File: src/rtl/hit_detector_n_pkg.sv
`default_nettype none
// ============================================================================
//  Module      : hit_det_pkg
//  Description : Shared types, constants and width helpers for the
//                parametrised hit detector.
//  Revision    : 1.0 - initial release
// ============================================================================
package hit_det_pkg;

    // Classification code reserved for "no dominant bin".
    localparam int SILENCE = 0;

    // Onset/hold-off state machine encoding.
    typedef enum logic [1:0] {
        ST_QUIET   = 2'd0,
        ST_HELD    = 2'd1,
        ST_HOLDOFF = 2'd2
    } state_e;

    // Width of a classification code: 0 (silence) plus codes 1..num_bins.
    function automatic int code_width(input int num_bins);
        return $clog2(num_bins + 1);
    endfunction

    // Width of a vote counter able to hold 0..window.
    function automatic int count_width(input int window);
        return $clog2(window + 1);
    endfunction

endpackage
`default_nettype wire

File: src/rtl/hit_detector_n_if.sv
`default_nettype none
// ============================================================================
//  Module      : hit_detector_n_if
//  Description : Power-sample input and hit-report output bundle of the
//                hit detector. The producer/reader side uses master, the
//                detector uses slave.
//  Revision    : 1.0 - initial release
// ============================================================================
interface hit_detector_n_if
    import hit_det_pkg::*;
#(
    parameter int NUM_BINS = 4,
    parameter int POWER_W  = 64,
    parameter int WINDOW   = 16
);
    localparam int RW = code_width(NUM_BINS);
    localparam int CW = count_width(WINDOW);

    logic                        advance;
    logic [NUM_BINS*POWER_W-1:0] power;
    logic [RW-1:0]               result;
    logic [RW-1:0]               overall_result;
    logic                        hit_valid;
    logic [RW-1:0]               hit_bin;
    logic [CW-1:0]               silence_votes;

    modport master (
        output advance, power,
        input  result, overall_result, hit_valid, hit_bin, silence_votes
    );

    modport slave (
        input  advance, power,
        output result, overall_result, hit_valid, hit_bin, silence_votes
    );

endinterface
`default_nettype wire

File: src/rtl/hit_detector_n_vote_window.sv
`default_nettype none
// ============================================================================
//  Module      : vote_window
//  Description : Sliding window of the last WINDOW classification codes with
//                one running occurrence counter per code (silence included).
//  Revision    : 1.0 - initial release
// ============================================================================
module vote_window
    import hit_det_pkg::*;
#(
    parameter  int NUM_BINS = 4,
    parameter  int WINDOW   = 16,
    localparam int RW       = code_width(NUM_BINS),
    localparam int CW       = count_width(WINDOW)
) (
    input  wire logic                          clk,
    input  wire logic                          reset,
    input  wire logic                          shift_en,
    input  wire logic [RW-1:0]                 din,
    output logic      [NUM_BINS-1:0][CW-1:0]   counts,
    output logic      [CW-1:0]                 silence_votes
);

    // Slot 0 is the newest entry, slot WINDOW-1 the one dropped next.
    logic [WINDOW-1:0][RW-1:0]   win_q, win_d;
    // Index 0 counts silence, index c counts bin code c.
    logic [NUM_BINS:0][CW-1:0]   cnt_q, cnt_d;
    logic [RW-1:0]               old_w;

    assign old_w = win_q[WINDOW-1];

    // Shift in the new code; only the entering and leaving codes' counts move,
    // and nothing moves when they are the same code.
    always_comb begin
        win_d = win_q;
        cnt_d = cnt_q;
        if (shift_en) begin
            win_d = {win_q[WINDOW-2:0], din};
            if (din != old_w) begin
                for (int c = 0; c <= NUM_BINS; c++) begin
                    if (RW'(c) == din)
                        cnt_d[c] = cnt_q[c] + CW'(1);
                    else if (RW'(c) == old_w)
                        cnt_d[c] = cnt_q[c] - CW'(1);
                end
            end
        end
    end

    // Window starts full of silence.
    always_ff @(posedge clk or negedge reset) begin
        if (!reset) begin
            for (int s = 0; s < WINDOW; s++)
                win_q[s] <= RW'(SILENCE);
            for (int c = 0; c <= NUM_BINS; c++)
                cnt_q[c] <= (c == SILENCE) ? CW'(WINDOW) : '0;
        end else begin
            win_q <= win_d;
            cnt_q <= cnt_d;
        end
    end

    assign counts        = cnt_q[NUM_BINS:1];
    assign silence_votes = cnt_q[0];

endmodule
`default_nettype wire

File: src/rtl/hit_detector_n.sv
`default_nettype none
// ============================================================================
//  Module      : hit_detector_n
//  Description : Classifies NUM_BINS power inputs into silence or one dominant
//                bin per advance strobe, takes a windowed majority vote and
//                reports hit onsets through a hold-off state machine.
//  Revision    : 1.0 - initial release
// ============================================================================
module hit_detector_n
    import hit_det_pkg::*;
#(
    parameter int              NUM_BINS  = 4,
    parameter int              POWER_W   = 64,
    parameter int              SHIFT     = 3,
    parameter longint unsigned MIN_POWER = 0,
    parameter int              WINDOW    = 16,
    parameter int              THRESH    = 8,
    parameter int              HOLDOFF   = 4
) (
    input  wire logic       clk,
    input  wire logic       reset,
    hit_detector_n_if.slave bus
);

    localparam int                 RW    = code_width(NUM_BINS);
    localparam int                 CW    = count_width(WINDOW);
    localparam int                 HW    = (HOLDOFF > 0) ? $clog2(HOLDOFF + 1) : 1;
    localparam logic [POWER_W-1:0] MIN_P = POWER_W'(MIN_POWER);

    logic [POWER_W-1:0]          pw_w [NUM_BINS];
    logic [NUM_BINS-1:0]         floor_ok_w;
    logic [RW-1:0]               cls_w;
    logic                        found_w;
    logic                        dom_w;
    logic [RW-1:0]               nov_w;
    logic [NUM_BINS-1:0][CW-1:0] counts_w;
    logic [CW-1:0]               silence_w;

    logic [RW-1:0] result_q, result_d;
    logic          adv1_q, adv2_q;
    state_e        state_q, state_d;
    logic [RW-1:0] overall_q, overall_d;
    logic [RW-1:0] hit_bin_q, hit_bin_d;
    logic          hit_valid_q, hit_valid_d;
    logic [HW-1:0] hcnt_q, hcnt_d;

    generate
        for (genvar k = 0; k < NUM_BINS; k++) begin : g_unpack
            assign pw_w[k] = bus.power[k*POWER_W +: POWER_W];
            // A zero floor admits everything; skip the always-true compare.
            if (MIN_POWER == 0) begin : g_no_floor
                assign floor_ok_w[k] = 1'b1;
            end else begin : g_floor
                assign floor_ok_w[k] = (pw_w[k] >= MIN_P);
            end
        end
    endgenerate

    // Lowest-index bin that dominates every other bin by 2^SHIFT and clears the floor.
    always_comb begin
        cls_w   = RW'(SILENCE);
        found_w = 1'b0;
        dom_w   = 1'b0;
        for (int i = 0; i < NUM_BINS; i++) begin
            dom_w = 1'b1;
            for (int j = 0; j < NUM_BINS; j++) begin
                if (j != i && !((pw_w[i] >> SHIFT) > pw_w[j]))
                    dom_w = 1'b0;
            end
            if (!found_w && dom_w && floor_ok_w[i]) begin
                cls_w   = RW'(i + 1);
                found_w = 1'b1;
            end
        end
    end

    assign result_d = bus.advance ? cls_w : result_q;

    vote_window #(
        .NUM_BINS (NUM_BINS),
        .WINDOW   (WINDOW)
    ) u_win (
        .clk           (clk),
        .reset         (reset),
        .shift_en      (adv1_q),
        .din           (result_q),
        .counts        (counts_w),
        .silence_votes (silence_w)
    );

    // Lowest-index bin holding at least THRESH votes in the window.
    always_comb begin
        nov_w = RW'(SILENCE);
        for (int i = NUM_BINS - 1; i >= 0; i--) begin
            if (counts_w[i] >= CW'(THRESH))
                nov_w = RW'(i + 1);
        end
    end

    // Onset FSM; only stage-2 edges (one per window update) advance it.
    always_comb begin
        state_d     = state_q;
        overall_d   = overall_q;
        hit_bin_d   = hit_bin_q;
        hit_valid_d = 1'b0;
        hcnt_d      = hcnt_q;
        if (adv2_q) begin
            overall_d = nov_w;
            case (state_q)
                ST_QUIET: begin
                    if (nov_w != RW'(SILENCE)) begin
                        hit_valid_d = 1'b1;
                        hit_bin_d   = nov_w;
                        state_d     = ST_HELD;
                    end
                end
                ST_HELD: begin
                    if (nov_w == RW'(SILENCE)) begin
                        state_d = ST_HOLDOFF;
                        hcnt_d  = HW'(HOLDOFF);
                    end else if (nov_w != hit_bin_q) begin
                        hit_valid_d = 1'b1;
                        hit_bin_d   = nov_w;
                    end
                end
                ST_HOLDOFF: begin
                    if (HOLDOFF == 0 || hcnt_q <= HW'(1)) begin
                        state_d = ST_QUIET;
                        hcnt_d  = '0;
                    end else begin
                        hcnt_d  = hcnt_q - HW'(1);
                    end
                end
                default: state_d = ST_QUIET;
            endcase
        end
    end

    // Pipeline flags, classification register and FSM state; reset drops in-flight advances.
    always_ff @(posedge clk or negedge reset) begin
        if (!reset) begin
            result_q    <= RW'(SILENCE);
            adv1_q      <= 1'b0;
            adv2_q      <= 1'b0;
            state_q     <= ST_QUIET;
            overall_q   <= RW'(SILENCE);
            hit_bin_q   <= RW'(SILENCE);
            hit_valid_q <= 1'b0;
            hcnt_q      <= '0;
        end else begin
            result_q    <= result_d;
            adv1_q      <= bus.advance;
            adv2_q      <= adv1_q;
            state_q     <= state_d;
            overall_q   <= overall_d;
            hit_bin_q   <= hit_bin_d;
            hit_valid_q <= hit_valid_d;
            hcnt_q      <= hcnt_d;
        end
    end

    assign bus.result         = result_q;
    assign bus.overall_result = overall_q;
    assign bus.hit_valid      = hit_valid_q;
    assign bus.hit_bin        = hit_bin_q;
    assign bus.silence_votes  = silence_w;

endmodule
`default_nettype wire

File: src/flat_wrapper.sv
// flat-port wrapper written by rule: the top's interface ports become plain ports
module hit_detector_n_flat import hit_det_pkg::*;
#(
    parameter int              NUM_BINS  = 4,
    parameter int              POWER_W   = 64,
    parameter int              SHIFT     = 3,
    parameter longint unsigned MIN_POWER = 0,
    parameter int              WINDOW    = 16,
    parameter int              THRESH    = 8,
    parameter int              HOLDOFF   = 4
)
  (clk, reset, bus_advance, bus_power, bus_result, bus_overall_result, bus_hit_valid, bus_hit_bin, bus_silence_votes);
  hit_detector_n_if #(.NUM_BINS(NUM_BINS), .POWER_W(POWER_W), .WINDOW(WINDOW)) bus_i ();
  input  wire logic clk;
  input  wire logic reset;
  input wire logic [$bits(bus_i.advance)-1:0] bus_advance;
  input wire logic [$bits(bus_i.power)-1:0] bus_power;
  output wire logic [$bits(bus_i.result)-1:0] bus_result;
  output wire logic [$bits(bus_i.overall_result)-1:0] bus_overall_result;
  output wire logic [$bits(bus_i.hit_valid)-1:0] bus_hit_valid;
  output wire logic [$bits(bus_i.hit_bin)-1:0] bus_hit_bin;
  output wire logic [$bits(bus_i.silence_votes)-1:0] bus_silence_votes;
  assign bus_i.advance = bus_advance;
  assign bus_i.power = bus_power;
  assign bus_result = bus_i.result;
  assign bus_overall_result = bus_i.overall_result;
  assign bus_hit_valid = bus_i.hit_valid;
  assign bus_hit_bin = bus_i.hit_bin;
  assign bus_silence_votes = bus_i.silence_votes;
  hit_detector_n #(.NUM_BINS(NUM_BINS), .POWER_W(POWER_W), .SHIFT(SHIFT), .MIN_POWER(MIN_POWER), .WINDOW(WINDOW), .THRESH(THRESH), .HOLDOFF(HOLDOFF)) u_core (.clk(clk), .reset(reset), .bus(bus_i));
endmodule
File: config.mk
export PLATFORM = sky130hd
export DESIGN_NAME = hit_detector_n_flat
export DESIGN_NICKNAME = d
export VERILOG_FILES = /design/src/rtl/hit_detector_n_pkg.sv /design/src/rtl/hit_detector_n_if.sv /design/src/rtl/hit_detector_n_vote_window.sv /design/src/rtl/hit_detector_n.sv /design/src/flat_wrapper.sv
export SDC_FILE = /design/constraint.sdc
export NUM_CORES = 1
export LEC_CHECK = 0
export ABC_CLOCK_PERIOD_IN_PS = 6100
export CORE_ASPECT_RATIO = 1.75
export CORE_MARGIN = 2
export CORE_UTILIZATION = 50
export DETAILED_ROUTE_END_ITERATION = 6
export PLACE_DENSITY = 0.8
export SYNTH_ARGS = -nofsm -noshare
export SYNTH_HDL_FRONTEND = slang
export SYNTH_SLANG_ARGS = --single-unit
File: constraint.sdc
create_clock -name clk -period 6.1 [get_ports clk]
set_input_delay 1.525 -clock clk [delete_from_list [all_inputs] [get_ports clk]]
set_output_delay 1.525 -clock clk [all_outputs]
set_load 0.02 [all_outputs]
# Yosys cells after proc, flatten, opt, wreduce, memory -nomap -nowiden
# Index checks and enable logic that the tools add are counted.
[op_classes]
n_eq_ne = 17
multipliers = 0
div = 0
bitwise_logic = 0
n_reduce_logical = 26
shift = 0
n_addsub = 11
order_cmp = 17
muxes = 49
[op_table]
columns = ["op", "count"]
rows = [
  ["greater-than comparator 61 x 64 -> 1 bit", 12],
  ["two-way mux 5 bit", 10],
  ["two-way mux 3 bit", 12],
  ["adder 5 x 1 -> 5 bit (second input constant)", 5],
  ["subtractor 5 x 1 -> 5 bit (second input constant)", 5],
  [">= comparator 5 x 4 -> 1 bit (second input constant)", 4],
  ["two-way mux 1 bit", 20],
  ["AND reduction 3 bit", 6],
  ["nonzero test 2 bit", 7],
  ["== test 2 x 3 -> 1 bit (first input constant)", 4],
  ["one-hot mux 3 bit (2 select lines)", 2],
  ["logical NOT 3 bit", 3],
  ["!= test 2 x 1 -> 1 bit (second input constant)", 4],
  ["== test 1 x 3 -> 1 bit (first input constant)", 2],
  ["== test 3 bit (first input constant)", 2],
  ["two-way mux 2 bit", 3],
  ["!= test 3 bit", 2],
  ["one-hot mux 2 bit (3 select lines)", 1],
  ["AND reduction 5 bit", 1],
  ["AND reduction 4 bit", 1],
  ["less-or-equal comparator 3 x 1 -> 1 bit (second input constant)", 1],
  ["logical AND 1 bit", 3],
  ["logical NOT 1 bit", 3],
  ["nonzero test 3 bit", 1],
  ["other kinds (6)", 6],
]
[word_totals]
n_memories = 0
wordCells = 149
rom_bits = 0
out_inout_bits = 15
reg_bits = 90
ram_bits = 0
latchBits = 0

# Longest topological paths before layout
# Gate-level depths: netlist (run 1).
[logic_depth]
word_depth = 14
mapped_depth = 11
mapped_depth_nobuf = 11

# Cells and area by module
# A second synthesis (run 1) with hierarchy kept.
[unflattened]
cells_unflattened = 2444
area_unflattened_um2 = 20946.3
[by_module_without_submodules]
columns = ["module", "area_per_inst_um2", "seq_area_each_um2", "cells_each", "instances"]
rows = [
  ["hit_detector_n", 17474.3, 425.4, 2192, 1],
  ["vote_window", 3472.1, 1828.0, 252, 1],
]

# Least setup slack after synthesis (run 1)
# OpenSTA, ideal clock, no wires.
[synth_timing]
kind = "input -> register"
from = "input port bus_power[113]"
to = "register u_core.result_q[2], in the netlist u_core.bus.result[2]"
path_slack_ns = 2.388
cell_stages = 10
arrival_time_ns = 3.591
path_cell_list = "inv_1 ha_1 nand4_1 nor4_1 nand3_2 or4_4 o211ai_2 nand4_2 and2_1 a41o_1"
[synth_between]
elab_chain_cells = 14
elab_cells_between_ends = 27
classes_between = "order compare: 6; mux: 15; reduce/logical: 6"
[synth_lines]
columns = ["element", "line_no", "source"]
rows = [
  ["start: declaration", "flat_wrapper.sv:17", "input wire logic [$bits(bus_i.power)-1:0] bus_power;"],
  ["greater-than comparator 61 x 64 -> 1 bit", "hit_detector_n.sv:67", "if (j != i && !((pw_w[i] >> SHIFT) > pw_w[j]))"],
  ["two-way mux 1 bit (3 in a row)", "hit_detector_n.sv:67", ""],
  ["two-way mux 1 bit", "hit_detector_n.sv:70", "if (!found_w && dom_w && floor_ok_w[i]) begin"],
  ["logical NOT 1 bit", "hit_detector_n.sv:70", ""],
  ["logical AND 1 bit", "hit_detector_n.sv:70", ""],
  ["two-way mux 1 bit", "hit_detector_n.sv:70", ""],
  ["logical NOT 1 bit", "hit_detector_n.sv:70", ""],
  ["logical AND 1 bit", "hit_detector_n.sv:70", ""],
  ["two-way mux 1 bit", "hit_detector_n.sv:70", ""],
  ["logical NOT 1 bit", "hit_detector_n.sv:70", ""],
  ["logical AND 1 bit", "hit_detector_n.sv:70", ""],
  ["two-way mux 3 bit (*)", "hit_detector_n.sv:70", ""],
  ["end signal: assignment", "hit_detector_n.sv:142", "result_q <= RW'(SILENCE);"],
  ["end signal: assignment", "hit_detector_n.sv:151", "result_q <= result_d;"],
  ["end: declaration", "hit_detector_n.sv:39", "logic [RW-1:0] result_q, result_d;"],
]
# Every way passes the cells marked *; elsewhere a longest branch is shown, timed or not.
# A chain may end at the register's enable or synchronous reset.

# Worst setup path after layout (run 1)
[layout_timing]
from = "input port bus_power[225]"
to = "register u_core.result_q[1], in the netlist u_core.bus.result[1]"
[layout_between]
elab_chain_cells = 12
elab_cells_between_ends = 24
classes_between = "order compare: 6; mux: 12; reduce/logical: 6"
[layout_lines]
columns = ["element", "line_no"]
rows = [
  ["greater-than comparator 61 x 64 -> 1 bit", "hit_detector_n.sv:67"],
  ["two-way mux 1 bit", "hit_detector_n.sv:67"],
  ["two-way mux 1 bit", "hit_detector_n.sv:70"],
  ["logical NOT 1 bit", "hit_detector_n.sv:70"],
  ["logical AND 1 bit", "hit_detector_n.sv:70"],
  ["two-way mux 1 bit", "hit_detector_n.sv:70"],
  ["logical NOT 1 bit", "hit_detector_n.sv:70"],
  ["logical AND 1 bit", "hit_detector_n.sv:70"],
  ["two-way mux 1 bit", "hit_detector_n.sv:70"],
  ["logical NOT 1 bit", "hit_detector_n.sv:70"],
  ["logical AND 1 bit", "hit_detector_n.sv:70"],
  ["two-way mux 3 bit (*)", "hit_detector_n.sv:70"],
]
# Marked as above.

==> run metrics, run 1 <==
proportion of power drawn by the clock network 0.179; DRT Pass-1 Iters 5; vias per cell around 6.5; status completed; Max Cap Viol 0; top-count cell post-synth ha_1; most area-hungry cell type in the Yosys netlist ha_1; count of cell types in the netlist 68; final hold violations 0; area grow syn2layout 17.9%; Wirelength per Cell 25.4 um; post-synthesis compound-gate area fraction 0.189; io pins between 200 and 300; Final Hold Slack approximately 0.5 ns; DP Worst Slack 0.683 ns; Max Clock Skew approximately 0.013 ns; grt ovf 0; Worst-Margin Slew around 1.4 ns; H-tree levels 3; Seq/Total Area, Yosys 0.108; Final Max Slew Viols 0; Die Area 43300 um2; multiplexer area fraction after synthesis 0.0336; hold crit path type reg -> reg; PortBufs roughly 270; hold-fix buffers at CTS 0; die width between 150 and 200 um; internal cell power 1810 uW; Reg power frac 0.238; Clock Tree Root clkbuf_16; fraction of registers with async set/reset 1.00; post-synthesis adder-cell area fraction 0.456; Syn. warnings 0; Rel. slew slack 0.0558; antenna violations before repair 7; largest net degree at the start of global routing 91; Achievable Freq between 150 and 200 MHz; Mapped Area 20800 um2; Post-CTS Resized 0; total global-route track usage 0.388; DR iter-0 viols about 1300; core area between 40000 and 50000 um2; largest stage delay on the critical path roughly 1.2 ns; Filler Cell Count between 3000 and 4000; final setup fails 0; setup TNS 0 ns; Num CTS Buffers 9; Main synth FF type dfrtp_1; Net Sw Power approximately 1400 uW; Required @ worst endpoint roughly 6.3 ns; Switching Share 0.432; Post-DRT Antenna Nets 0; Rows ~100; CTS clk-pin slew, worst paths 0.07 ns; Lkg Pwr 0.0127 uW; CTS tree yes; Setup Buffers After CTS 0; chip height 274 um; vias in the first global route 22500; via count between 20000 and 25000; critical-path cell list clkdlybuf4s50_1 -> inv_1 -> ha_1 -> a21oi_1 -> o21ai_0 -> a221o_1 -> a2111oi_0 -> o22ai_1 -> o2111ai_1 -> nand2_1 -> a22o_1; Comb pwr share 0.583; worst-skew pair later-pin latency ~0.35 ns; Mapped Nets around 3500; RSZ-0062 raised after global routing false; Clock Path Buffers 2; post-route setup slack between 0.7 and 0.8 ns; Area contributors post-synth ha_1 (45%), dfrtp_1 (11%), a21oi_1 (7.2%), inv_1 (4.7%), a21o_1 (4.3%); Crit path arrival time 5.62 ns; worst path bufs/invs 2; clock sink count 90; Min Clock Period, post-route between 5 and 6 ns; area share of the largest cell type after synthesis 0.451; Post-Synth Simple-Gate Area 0.151; Critical Path Sink Type flip-flop; combinational family with the most area after synthesis adder cells; final-stage net count ~3800; Power Density between 100 and 150 nW/um2; GPL Wtd Cong 1.10; DRT Wirelength 84.0 mm; Post-DP HPWL roughly 73 mm; top cells by count, synth ha_1 (749), a21oi_1 (298), inv_1 (262); first-pass GRT wire length roughly 130 mm; DRC Markers 0; Post-synth EDFFs 0; share of layout cells above drive strength 1 0.0375; Initial Utilization 0.508; Synth Area in XOR/XNOR 0.0131; Slowest cell on crit path a2111oi_0; Worst setup SP type input port; Synth Register Bits 90; final worst path period share 0.884; Max IR drop VDD 0.133 mV; Setup CP Type in -> reg; area of the multi-input gates 17500 um2; peak fanout along the critical path 4; Reg area between 2000 and 2500 um2; syn avg cell area 8.44 um2; Syn Inst Count between 2000 and 2500; Top delay family on crit path compound AO/OA/AOI/OAI gates
==> power by group through the flow <==
stage | clock network (uW) | registers [uW] | logic [uW]
detailed placement | 0 | 768 | 1820
global placement | 0 | 759 | 1730
finish | 570 | 758 | 1860
floorplan | 0 | 783 | 1040
CTS | 579 | 758 | 1830
global route | 603 | 772 | 2060
==> cell families (layout without fill, tap and decap cells) <==
| kind of cell | count (synthesis) | count (layout) |
|---|---|---|
| mux | 62 | 62 |
| other cells | 0 | 3 |
| simple gates | 609 | 609 |
| flops | 90 | 90 |
| buf+inv | 272 | 556 |
| compound gates | 646 | 646 |
| xor+xnor | 31 | 31 |
| fa+ha+maj | 754 | 754 |
==> layout by cell type, fill, tap and decap left out, types with 5 or more instances in the layout <==
master,n
a2111oi_0,10
a211oi_1,19
a21o_1,118
a21oi_1,298
a221o_1,5
a221oi_1,17
a31oi_1,6
and3_1,5
and4_1,19
buf_4,6
clkbuf_16,9
clkdlybuf4s50_1,272
dfrtp_1,89
fa_1,5
ha_1,749
inv_1,262
mux2_2,62
nand2_1,172
nand2b_1,9
nand3_1,61
nand4_1,132
nor2_1,92
nor2b_1,29
nor3_1,39
nor4_1,20
o211ai_1,19
o21a_1,5
o21ai_0,102
o31ai_1,8
or3_1,10
xnor2_1,21
xor2_1,10
==> routing by layer <==
layer | track usage | share of wire
met1 | 0.368 | 0.33
met2 | 0.685 | 0.49
met3 | 0.0655 | 0.060
met4 | 0.385 | 0.12
met5 | 0 | 0.00052
==> area by class of cell <==
type / instances / share of cell area
Tap cell: 550 / 0.0281
Antenna cell: 3 / 0.000306
Timing Repair Buffer: 278 / 0.113
Clock buffer: 9 / 0.00919
Sequential cell: 90 / 0.0919
Clock inverter: 7 / 0.00347
Multi-Input combinational cell: 2102 / 0.714
Inverter: 262 / 0.0401
==> state kept, by name, indices dropped and copies added (netlist names) <==
| name | flops |
|---|---|
| u_core.bus.result | 3 |
| u_core.bus.hit_bin | 3 |
| u_core.hcnt_q | 3 |
| u_core.bus.hit_valid | 1 |
| u_core.bus.overall_result | 3 |
| u_core.u_win.silence_votes | 5 |
| u_core.u_win.old_w | 3 |
| u_core.adv1_q | 1 |
| u_core.adv2_q | 1 |
| u_core.u_win.win_q | 45 |
| u_core.state_q | 2 |
| u_core.u_win.counts | 20 |
==> metrics by stage <==
step,total power (uW),area [um2],utilization,cells
3_3_place_gp,2490,24200,0.591,3282
6_report,3190,24500,0.599,3301
5_1_grt,3430,24500,0.598,3298
4_1_cts,3170,24500,0.598,3298
2_1_floorplan,1820,20800,-,2464
3_5_place_dp,2590,24200,0.591,3282
==> path summary, 6_finish.rpt <==
path / from / endpoint / slack, ns / cells after the start
worst max register to register: u_core.bus.result[1] / u_core.u_win.silence_votes[4] / 3.51 / 7
worst min-delay path: u_core.u_win.counts[4] / u_core.u_win.counts[4] / 0.50 / 1
max in group asynchronous: reset / u_core.u_win.win_q[0] / 4.01 / 1
min in group asynchronous: reset / u_core.u_win.counts[15] / 1.38 / 1
worst max-delay path: bus_power[225] / u_core.bus.result[1] / 0.71 / 11
worst min register to register: u_core.u_win.counts[4] / u_core.u_win.counts[4] / 0.50 / 1
No activity file was read; power rests on OpenSTA's default activity.
==> inputs of run 2 (changes only) <==
--- a/config.mk
+++ b/config.mk
@@ -11,6 +11,7 @@
 export CORE_UTILIZATION = 50
 export DETAILED_ROUTE_END_ITERATION = 6
 export PLACE_DENSITY = 0.8
+export SKIP_CTS_REPAIR_TIMING = 1
 export SYNTH_ARGS = -nofsm -noshare
 export SYNTH_HDL_FRONTEND = slang
 export SYNTH_SLANG_ARGS = --single-unit
==> results of run 2 <==
Final layout, timing and power as in run 1 (identical DEF).
==> inputs of run 3 (changes only) <==
--- a/config.mk
+++ b/config.mk
@@ -12,6 +12,7 @@
 export DETAILED_ROUTE_END_ITERATION = 6
 export PLACE_DENSITY = 0.8
 export SKIP_CTS_REPAIR_TIMING = 1
+export SLEW_MARGIN = 20
 export SYNTH_ARGS = -nofsm -noshare
 export SYNTH_HDL_FRONTEND = slang
 export SYNTH_SLANG_ARGS = --single-unit
==> run metrics, run 3 (synthesis results as in run 1) <==
status finished, violations left; failing checks design-rule violations; Biggest register u_core.u_win.win_q; RSZ-0062 raised after global routing false; setup TNS 0 ns; final setup fails 0; Clock Tree Root clkbuf_16; Final Max Slew Viols 0; Max IR drop VDD 0.133 mV; Comb pwr share 0.583; Rel. slew slack 0.276; Die Area 43300 um2; final hold violations 0; area grow syn2layout 18.0%; Required @ worst endpoint 6.33 ns; internal cell power approximately 1800 uW; share of layout cells above drive strength 1 0.0375; DRC Markers 13; CTS clk-pin slew, worst paths ~0.07 ns; Initial Utilization 0.508; Post-DRT Antenna Nets 0; Wirelength per Cell between 20 and 30 um; antenna violations before repair 7; Lkg Pwr ~0.013 uW; Post-DP HPWL ~73 mm; Crit Reg-Reg Endpoint u_core.u_win.silence_votes[4]; Crit path arrival time roughly 5.3 ns; worst-skew pair later-pin latency between 0.3 and 0.4 ns; Power Density ~130 nW/um2; hold_sp u_core.u_win.counts[4]; grt ovf 0; Max Cap Viol 0; most common cell after layout, fill and taps aside ha_1; peak fanout along the critical path 4; DRT Pass-1 Iters 7; Reg-to-Reg Start u_core.bus.result[1]; Min Clock Period, post-route slightly above 5 ns; Worst setup SP type input port; Max Clock Skew 0.0124 ns; DR iter-0 viols between 1000 and 1500; PortBufs 273; final worst path period share 0.826; Rows 98; vias in the first global route between 20000 and 25000; Hold Path Depth 1; final-stage net count 3756; DP Worst Slack ~0.68 ns; io pins between 200 and 300; H-tree levels 3; CTS tree yes; Filler Cell Count 3751; via count 21400; placed cells about 3300; fin util 0.599; most frequent cells in the layout ha_1 (749), a21oi_1 (298), clkdlybuf4s50_1 (272); total global-route track usage 0.388; core area 41000 um2; fin cells 3302; largest net degree at the start of global routing 91; max reg flops 45; first-pass GRT wire length 127 mm; Final Hold Slack between 0.5 and 0.6 ns; Critical Path Sink Type flip-flop; Switching Share 0.432; R2R Setup Slk 3.49 ns; post-route setup slack between 1 and 1.5 ns; die width 158 um; Reg power frac 0.238; Num CTS Buffers 9; Net Sw Power between 1000 and 1500 uW; clock sink count 90; Setup CP Type in -> reg; worst reg2reg path depth 7; Hold Path End u_core.u_win.counts[4]; DRT Wirelength 84.0 mm; Worst-Margin Slew between 1 and 1.5 ns; vias per cell 6.47; proportion of power drawn by the clock network 0.179; chip height about 270 um; GPL Wtd Cong between 1 and 1.5; hold crit path type reg -> reg; Clock Path Buffers 2; Achievable Freq around 200 MHz
-- run 3: power groups by stage --
| stage | sequential (uW) | clock [uW] | combinational [uW] |
|---|---|---|---|
| final | 758 | 571 | 1860 |
| after global routing | 772 | 603 | 2060 |
| after CTS | 758 | 579 | 1830 |
| after detailed placement | 768 | 0 | 1820 |
| after global placement | 759 | 0 | 1730 |
| after floorplan | 783 | 0 | 1040 |
-- run 3: layout make-up --
cell class | count | area [um2] | area share
Multi-Input combinational cell | 2102 | 17500 | 0.714
Clock inverter | 7 | 85.1 | 0.00347
Antenna cell | 4 | 10.0 | 0.000408
Inverter | 262 | 983 | 0.0401
Clock buffer | 9 | 225 | 0.00918
Sequential cell | 90 | 2250 | 0.0919
Tap cell | 550 | 688 | 0.0281
Timing Repair Buffer | 278 | 2770 | 0.113
-- run 3: worst max path at each step --
stage | startpoint | endpoint | slack (ns) | cells past startpoint
detailed placement | bus_power[225] | u_core.bus.result[1] | 0.68 | 11
global placement | bus_power[225] | u_core.bus.result[1] | 0.74 | 11
floorplan | bus_power[113] | u_core.bus.result[2] | 2.39 | 10
global route | bus_power[109] | u_core.bus.result[2] | 1.07 | 11
CTS | bus_power[225] | u_core.bus.result[1] | 1.02 | 11
finish | bus_power[225] | u_core.bus.result[1] | 1.06 | 11
-- run 3: per-layer routing --
layer | vias up | wire length [um] | GRT usage
met1 | 9978 | 27700 | 0.368
met5 | - | 44 | 0
li1 | 9899 | - | -
met4 | 6 | 10400 | 0.385
met2 | 1000 | 41100 | 0.685
met3 | 494 | 4790 | 0.0655
-- run 3: worst max-delay path, cell delays in order --
cell and delay [ns]:
clkdlybuf4s50_1 0.61, inv_1 0.18, ha_1 0.33, a21oi_1 0.16
o21ai_0 0.14, a221o_1 0.41, a2111oi_1 0.87, o22ai_1 0.35
o2111ai_1 0.38, nand2_1 0.10, a22o_1 0.21
-- run 3: through the flow --
stage / power (uW) / area, um2
after floorplan: 1820 / 20800
after global placement: 2490 / 24200
after detailed placement: 2590 / 24200
after CTS: 3170 / 24500
after global routing: 3430 / 24500
final: 3190 / 24500
